[config.mk]
export PLATFORM = sky130hd
export DESIGN_NAME = sync_fifo_burst_reader
export DESIGN_NICKNAME = d
export VERILOG_FILES = /design/src/rtl/sync_fifo_pkg.sv /design/src/rtl/stream_reg_slice.sv /design/src/rtl/sync_fifo_burst_reader.sv
export SDC_FILE = /design/constraint.sdc
export NUM_CORES = 1
export LEC_CHECK = 0
export CORE_ASPECT_RATIO = 0.75
export CORE_UTILIZATION = 30
export CTS_BUF_LIST = sky130_fd_sc_hd__clkbuf_8 sky130_fd_sc_hd__clkbuf_16
export DETAILED_ROUTE_END_ITERATION = 16
export GPL_TIMING_DRIVEN = 0
export MAX_ROUTING_LAYER = met4
export SLEW_MARGIN = 40
export SYNTH_ARGS = -nofsm -noshare
export SYNTH_HDL_FRONTEND = slang
export SYNTH_SLANG_ARGS = --single-unit
export TNS_END_PERCENT = 100
[constraint.sdc]
create_clock -name clk -period 2.9 [get_ports clk]
set_clock_uncertainty 0.1 [all_clocks]
set_input_delay 0.58 -clock clk [delete_from_list [all_inputs] [get_ports clk]]
set_output_delay 0.58 -clock clk [all_outputs]
set_load 0.01 [all_outputs]
[src/rtl/sync_fifo_pkg.sv]
// sync_fifo_pkg: shared types for the FIFO
// read-side burst controller.
package sync_fifo_pkg;

  typedef enum logic {
    IDLE  = 1'b0,
    BURST = 1'b1
  } burst_state_e;

  // Timer width; a zero timeout still
  // needs a one-bit (constant) timer.
  function automatic int tmr_w(input int t);
    return (t <= 0) ? 1 : $clog2(t + 1);
  endfunction

endpackage

[src/rtl/stream_reg_slice.sv]
// stream_reg_slice: single-entry valid/ready
// register slice with synchronous clear.
// Ports: clk, rst (async, high), clear,
//   s_data/s_valid/s_ready (upstream),
//   m_data/m_valid/m_ready (downstream).
module stream_reg_slice #(
  parameter int W = 8
) (
  input  logic         clk,
  input  logic         rst,
  input  logic         clear,
  input  logic [W-1:0] s_data,
  input  logic         s_valid,
  output logic         s_ready,
  output logic [W-1:0] m_data,
  output logic         m_valid,
  input  logic         m_ready
);

  assign s_ready = !m_valid || m_ready;

  always_ff @(posedge clk or posedge rst) begin
    if (rst) begin
      m_valid <= 1'b0;
      m_data  <= '0;
    end else if (clear) begin
      m_valid <= 1'b0;
      m_data  <= '0;
    end else if (s_ready) begin
      m_valid <= s_valid;
      if (s_valid) m_data <= s_data;
    end
  end

endmodule

[src/rtl/sync_fifo_burst_reader.sv]
// sync_fifo_burst_reader: drains sync_fifo in
// framed bursts (full, timeout or flush).
// Ports: clk, rst (async, high);
//   in_data/in_valid/in_ready, fifo_count
//   from/to the FIFO read port;
//   flush, clear controls;
//   out_data/out_valid/out_ready,
//   out_first/out_last framed stream; busy.
module sync_fifo_burst_reader
  import sync_fifo_pkg::*;
#(
  parameter int DATA_WIDTH    = 8,
  parameter int FIFO_DEPTH    = 256,
  parameter int LB_FIFO_DEPTH = $clog2(FIFO_DEPTH),
  parameter int BURST_LEN     = 16,
  parameter int TIMEOUT       = 64
) (
  input  logic                   clk,
  input  logic                   rst,
  input  logic [DATA_WIDTH-1:0]  in_data,
  input  logic                   in_valid,
  output logic                   in_ready,
  input  logic [LB_FIFO_DEPTH:0] fifo_count,
  input  logic                   flush,
  input  logic                   clear,
  output logic [DATA_WIDTH-1:0]  out_data,
  output logic                   out_valid,
  input  logic                   out_ready,
  output logic                   out_first,
  output logic                   out_last,
  output logic                   busy
);

  localparam int CW = LB_FIFO_DEPTH + 1;
  localparam int TW = tmr_w(TIMEOUT);
  localparam logic [CW-1:0] BL =
    CW'(BURST_LEN);
  localparam logic [TW-1:0] TMAX =
    TW'((TIMEOUT > 0) ? TIMEOUT - 1 : 0);

  burst_state_e state, state_n;

  logic [CW-1:0] len;
  logic [CW-1:0] remaining;
  logic [CW-1:0] start_len;
  logic [TW-1:0] timer;

  logic full_go;
  logic part_go;
  logic start;
  logic s_ready;
  logic in_fire;
  logic out_fire;
  logic beat_first;
  logic beat_last;

  logic [DATA_WIDTH+1:0] s_pl;
  logic [DATA_WIDTH+1:0] m_pl;

  assign full_go = fifo_count >= BL;
  assign part_go = (fifo_count != '0) &&
    (flush || (TIMEOUT != 0 && timer == TMAX));
  // Full bursts take priority; clear wins
  // over any start.
  assign start = (state == IDLE) && !clear &&
    (full_go || part_go);
  assign start_len = full_go ? BL : fifo_count;

  assign busy = (state == BURST);

  // Gated by clear so an abort never pops a
  // word that would then be dropped.
  assign in_ready = busy && !clear &&
    (remaining != '0) && s_ready;
  assign in_fire  = in_ready && in_valid;
  assign out_fire = out_valid && out_ready;

  assign beat_first = (remaining == len);
  assign beat_last  = (remaining == CW'(1));
  assign s_pl = {in_data, beat_first, beat_last};

  always_comb begin
    state_n = state;
    unique case (state)
      IDLE:
        if (start) state_n = BURST;
      BURST:
        if (clear || (out_fire && out_last))
          state_n = IDLE;
      default: state_n = IDLE;
    endcase
  end

  always_ff @(posedge clk or posedge rst) begin
    if (rst) begin
      state     <= IDLE;
      len       <= '0;
      remaining <= '0;
      timer     <= '0;
    end else begin
      state <= state_n;
      if (start) begin
        len       <= start_len;
        remaining <= start_len;
      end else if (in_fire) begin
        remaining <= remaining - 1'b1;
      end
      if (clear || start || busy ||
          fifo_count == '0)
        timer <= '0;
      else if (timer != TMAX)
        timer <= timer + 1'b1;
    end
  end

  stream_reg_slice #(
    .W(DATA_WIDTH + 2)
  ) u_out (
    .clk     (clk),
    .rst     (rst),
    .clear   (clear),
    .s_data  (s_pl),
    .s_valid (in_fire),
    .s_ready (s_ready),
    .m_data  (m_pl),
    .m_valid (out_valid),
    .m_ready (out_ready)
  );

  assign {out_data, out_first, out_last} = m_pl;

endmodule

# Word-level counts from Yosys, hierarchy flattened
# Index checks and enable logic that the tools add are counted.
dict set report op_classes {
  eq_ne 4
  n_div 0
  n_mux 13
  bitwise 1
  shifts 0
  n_lt_le_gt_ge 1
  addsub 2
  n_reduce_logical 26
  multipliers 0
}
# operator n
set ops {}
lappend ops {{two-way mux 10 bit} 3}
lappend ops {{two-way mux 9 bit} 3}
lappend ops {{nonzero test 9 bit} 2}
lappend ops {{two-way mux 7 bit} 2}
lappend ops {{equality test 9 x 1 -> 1 bit (second input constant)} 1}
lappend ops {{equality test 9 bit} 1}
lappend ops {{greater-or-equal comparator 9 x 5 -> 1 bit (second input constant)} 1}
lappend ops {{logical AND 1 bit} 9}
lappend ops {{logical NOT 9 bit} 1}
lappend ops {{subtractor 9 x 1 -> 9 bit (second input constant)} 1}
lappend ops {{nonzero test 2 bit} 4}
lappend ops {{adder 7 x 1 -> 7 bit (second input constant)} 1}
lappend ops {{equality test 7 x 6 -> 1 bit (second input constant)} 1}
lappend ops {{logical OR 1 bit} 7}
lappend ops {{!= test 7 x 6 -> 1 bit (second input constant)} 1}
lappend ops {{two-way mux 1 bit} 4}
lappend ops {{logical NOT 1 bit} 2}
lappend ops {{case mux 1 bit (2 select lines)} 1}
lappend ops {{AND reduction 2 bit} 1}
lappend ops {{NOT 1 bit} 1}
dict set report totals {
  in_bits 23
  latchBits 0
  ram_bits 0
  reg_bits 37
  rom_bits 0
  wordCells 53
  memories 0
  out_inout_bits 13
}

# Logic depth before layout (Yosys ltp)
dict set report logic_depth {
  ltp_word 9
  ltp_mapped 8
  mapped_depth_nobuf 7
}

# Hierarchy
# Synthesis repeated with hierarchy kept, for this count alone.
dict set report unflattened {
  hier_cells 188
  area_unflattened_um2 1964.4
}
# mod cells_per_inst n_inst area_each_um2 seq_area_each_um2
set modules_own_cells {}
lappend modules_own_cells {sync_fifo_burst_reader 138 1 1401.3 650.6}
lappend modules_own_cells {stream_reg_slice 50 1 563.0 275.3}

# Least setup slack after synthesis
# Ideal clock, no wire load.
dict set report synth_timing {
  kind {register -> output}
  startpoint {register remaining[0]}
  endpoint {output in_ready}
  slack_ns 0.804
  n_path_buf 0
  arrival_ns 1.416
  stages_incl_launch_ff 6
  t_required_ns 2.220
  cell_sequence {dfrtp_1 inv_1 ha_1 or3b_1 nor3_4 nor2_1}
}
dict set report synth_between {
  elab_chain_len 3
}
# item line_no
set synth_rtl {}
lappend synth_rtl {{start, declared} sync_fifo_burst_reader.sv:44} ;# logic [CW-1:0] remaining;
lappend synth_rtl {{start signal, assigned} sync_fifo_burst_reader.sv:104} ;# remaining <= start_len;
lappend synth_rtl {{start signal, assigned} sync_fifo_burst_reader.sv:106} ;# remaining <= remaining - 1'b1;
lappend synth_rtl {{nonzero test 9 bit} sync_fifo_burst_reader.sv:74} ;# (remaining != '0) && s_ready;
lappend synth_rtl {{logical AND 1 bit} sync_fifo_burst_reader.sv:73} ;# assign in_ready = busy && !clear &&
lappend synth_rtl {{logical AND 1 bit} sync_fifo_burst_reader.sv:74}
lappend synth_rtl {{end, declared} sync_fifo_burst_reader.sv:22} ;# output logic in_ready,
# Every way passes these cells.

# Worst setup path after layout
# Ends and elaborated chain as after synthesis.

==> results.cfg <==
[synth]
seq_area_frac_synth_pct = 48.21
synth_nets = 213
ys.flop_type = dfrtp_1
syn-instance-count = 187
synth_cell_types = 43
synth-warning-count = 0
synth_edf_count = 0
syn_avg_cell_area_um2 = 10.27
synthArstFlopShare_pct = 100.0
synth_area_um2 = 1921
synth_seq_cells = 37

[clocking]
cts_sinks = 37
cts_tree = done
clkLatencyLatePin_ps = 290
hold_buffers = 0
cts_buffers = 5
htreeDepth = 2
clockRootBuffer = clkbuf_8
cts_buffer_depth = 2
cts.clk_slew.worst_paths_ps = 70

[setup_path]
cp.arrival_ps = 1890
r2r_start = remaining[0]
worst_setup_path_start_kind = register
critPathKind = register to primary output
crit_path_start = remaining[0]
required_ps = 2220
critPathMaxFanout = 5
endpoint_kind = primary output

[floorplan]
dieArea_um2 = 6730
start_util_pct = 31.98
core-area_um2 = 6006
io_pins = 36
die_h_um = 71.30
rows = 24
die_width_um = 94.39

[layout]
n_antenna_cell = 0
multi_input_area_um2 = 933.4
area.growth.synth_to_final_pct = 31.99
drive_above_1_share_pct = 18.64
fin_nets = 261
regArea_um2 = 927.1
n_fill_cell = 616
stdcell_area_um2 = 2535
final_cells = 314

[timing]
fmax_mhz = 389.1
period_needed_ps = 2570
period_share_pct = 88.62
setup_viol = 0
worst_slew_margin_rel_pct = 67.73
hold_slack_ps = 363.3
hold_viol = 0
rsz0062_at_grt = false
slew_viol_final = 0
tns_ps = 0
worstMarginPinSlew_ps = 479.0

[power_and_ir_drop]
clockPowerShare_pct = 19.2
power_mw = 1.791
comb_power_share_pct = 43.5
p_int_mw = 1.150
swShare_pct = 35.81
irDropWorstVdd_v = 0.0002621
seq_power_share_pct = 37.3
cellLeakagePower_nw = 1.081
power_density_nw_per_um2 = 706.6
p_switching_mw = 0.6415

[drt]
finalWirelength_mm = 4.321
routedWlPerCell_um = 13.76
viasPerCell = 4.646
drtIter0Drc = 53
drc = 0
ant_nets = 0
num_vias = 1459
drtPass1Iterations = 4

[placement]
place.detailed.hpwl_mm = 3.227
dp_cells = 301
place_congestion = 0.7760
portBuffers = 35
place_area_um2 = 2396

[global_routing]
grt_max_degree = 21
gr-usage-all-layers_pct = 14.67
grt_overflow_total = 0
grt_pass1_vias = 1469
antenna_found_initial = 0
grt_pass1_wl_mm = 7.251

[run_status]
status = finished clean

[worst_hold_path]
hold_class = register to register
hold_start = timer[0]

[flow_run]
cap_violations = 0
## critical path, stage by stage, from the launching register on
cell and delay, ps:
dfrtp_2 440, inv_1 110, ha_4 170, or3b_4 430, nor3_4 210, nor2_1 70, dlymetal6s2s_1 170
## layout by cell type (no fill, tap or decap), types with 2 or more instances in the layout
cell,count
o21ai_1,2
buf_4,5
mux2i_1,4
a21oi_1,3
nand2b_1,12
or2_2,2
clkinv_2,2
nor4_1,2
nand4_2,2
buf_6,3
o21ai_2,10
nor2_1,19
o21ai_0,5
and2_1,6
xor2_1,4
nand4_1,4
nor3_1,4
xnor2_1,13
clkdlybuf4s50_1,34
and3_1,2
clkbuf_8,5
ha_1,2
nand3_1,3
nand2_1,17
inv_1,9
dfrtp_1,36
## final cells by class
cell class / count / share of cell area, %
Tap cell: 78 / 3.850
Inverter: 9 / 1.333
Clock inverter: 3 / 0.5429
Timing Repair Buffer: 41 / 16.49
Multi-Input combinational cell: 136 / 36.82
Sequential cell: 37 / 36.57
Clock buffer: 5 / 2.715
Buffer: 5 / 1.678
## cell usage after synthesis (2+ instances only)
| library cell | count | share of area (%) |
|---|---|---|
| nand4_2 | 2 | 1.3 |
| nor3_1 | 4 | 1.0 |
| xor2_1 | 4 | 1.8 |
| buf_6 | 3 | 1.8 |
| o21ai_0 | 5 | 1.3 |
| nor2_1 | 19 | 3.7 |
| nor4_1 | 2 | 0.65 |
| nand2b_1 | 12 | 3.9 |
| o21ai_2 | 10 | 4.6 |
| nand2_1 | 17 | 3.3 |
| ha_1 | 3 | 2.0 |
| a21oi_1 | 3 | 0.78 |
| dfrtp_1 | 37 | 48 |
| or2_2 | 2 | 0.65 |
| nand4_1 | 4 | 1.3 |
| xnor2_1 | 13 | 5.9 |
| nand3_1 | 3 | 0.78 |
| o21ai_1 | 2 | 0.52 |
| and2_1 | 6 | 2.0 |
| and3_1 | 2 | 0.65 |
| inv_1 | 9 | 1.8 |
| mux2i_1 | 4 | 2.1 |
## metrics by stage
step           worst slack [ps]  util, %
5_1_grt                   228.6    42.21
3_3_place_gp              103.8    39.44
3_5_place_dp              92.37    39.90
6_report                  330.1    42.21
4_1_cts                   7.052    41.54
2_1_floorplan             803.9        -
## layer usage
metal  vias to the layer above  GRT usage [%]  share of wire [%]
met3                         8          3.185                3.1
met2                        22          19.40                 41
li1                        740              -                  -
met5                         -              -                  0
met4                         0          5.470                1.4
met1                       689          21.67                 54
## logic make-up (layout without fill, tap and decap cells)
kind of cell               Yosys count  count (layout)  share of synthesized area [%]
AOI/OAI and AO/OA                   30              30                          12.38
xor gates and xnor gates            17              17                          7.752
adders and majority gates            3               3                          1.955
buffers and inverters               14              63                          3.973
DFF                                 37              37                          48.21
muxes                                4               4                          2.085
and+or+nand+nor                     82              82                          23.65
## what timing repair did
action / CTS / global route
gates resized for setup: 4 / 1
pin swaps: 0 / 1
endpoints found under the setup margin: 1 / 1
buffers inserted: 0 / 5
gates cloned: 0 / 0
## final timing paths
kind	depth (start not counted)	slack (ps)	endpoint
max	6	330	in_ready
min	1	360	timer[0]
max reg2reg	9	790	u_out.m_data[0]
min reg2reg	1	360	timer[0]
max in group asynchronous	3	1740	remaining[0]
min in group asynchronous	2	510	timer[6]
## flip-flops by register name, indices dropped and copies added, names as in the netlist
| signal | count |
|---|---|
| remaining | 9 |
| u_out.m_valid | 1 |
| timer | 7 |
| len | 9 |
| busy | 1 |
| u_out.m_data | 10 |
## power groups by stage
stage | Combinational, mW | Sequential (mW) | Clock (mW)
6_report | 0.779 | 0.668 | 0.345
5_1_grt | 0.843 | 0.678 | 0.384
4_1_cts | 0.714 | 0.676 | 0.361
3_5_place_dp | 0.670 | 0.681 | 0
3_3_place_gp | 0.663 | 0.680 | 0
2_1_floorplan | 0.474 | 0.672 | 0
Note: power is estimated with default switching activity, not from simulation.
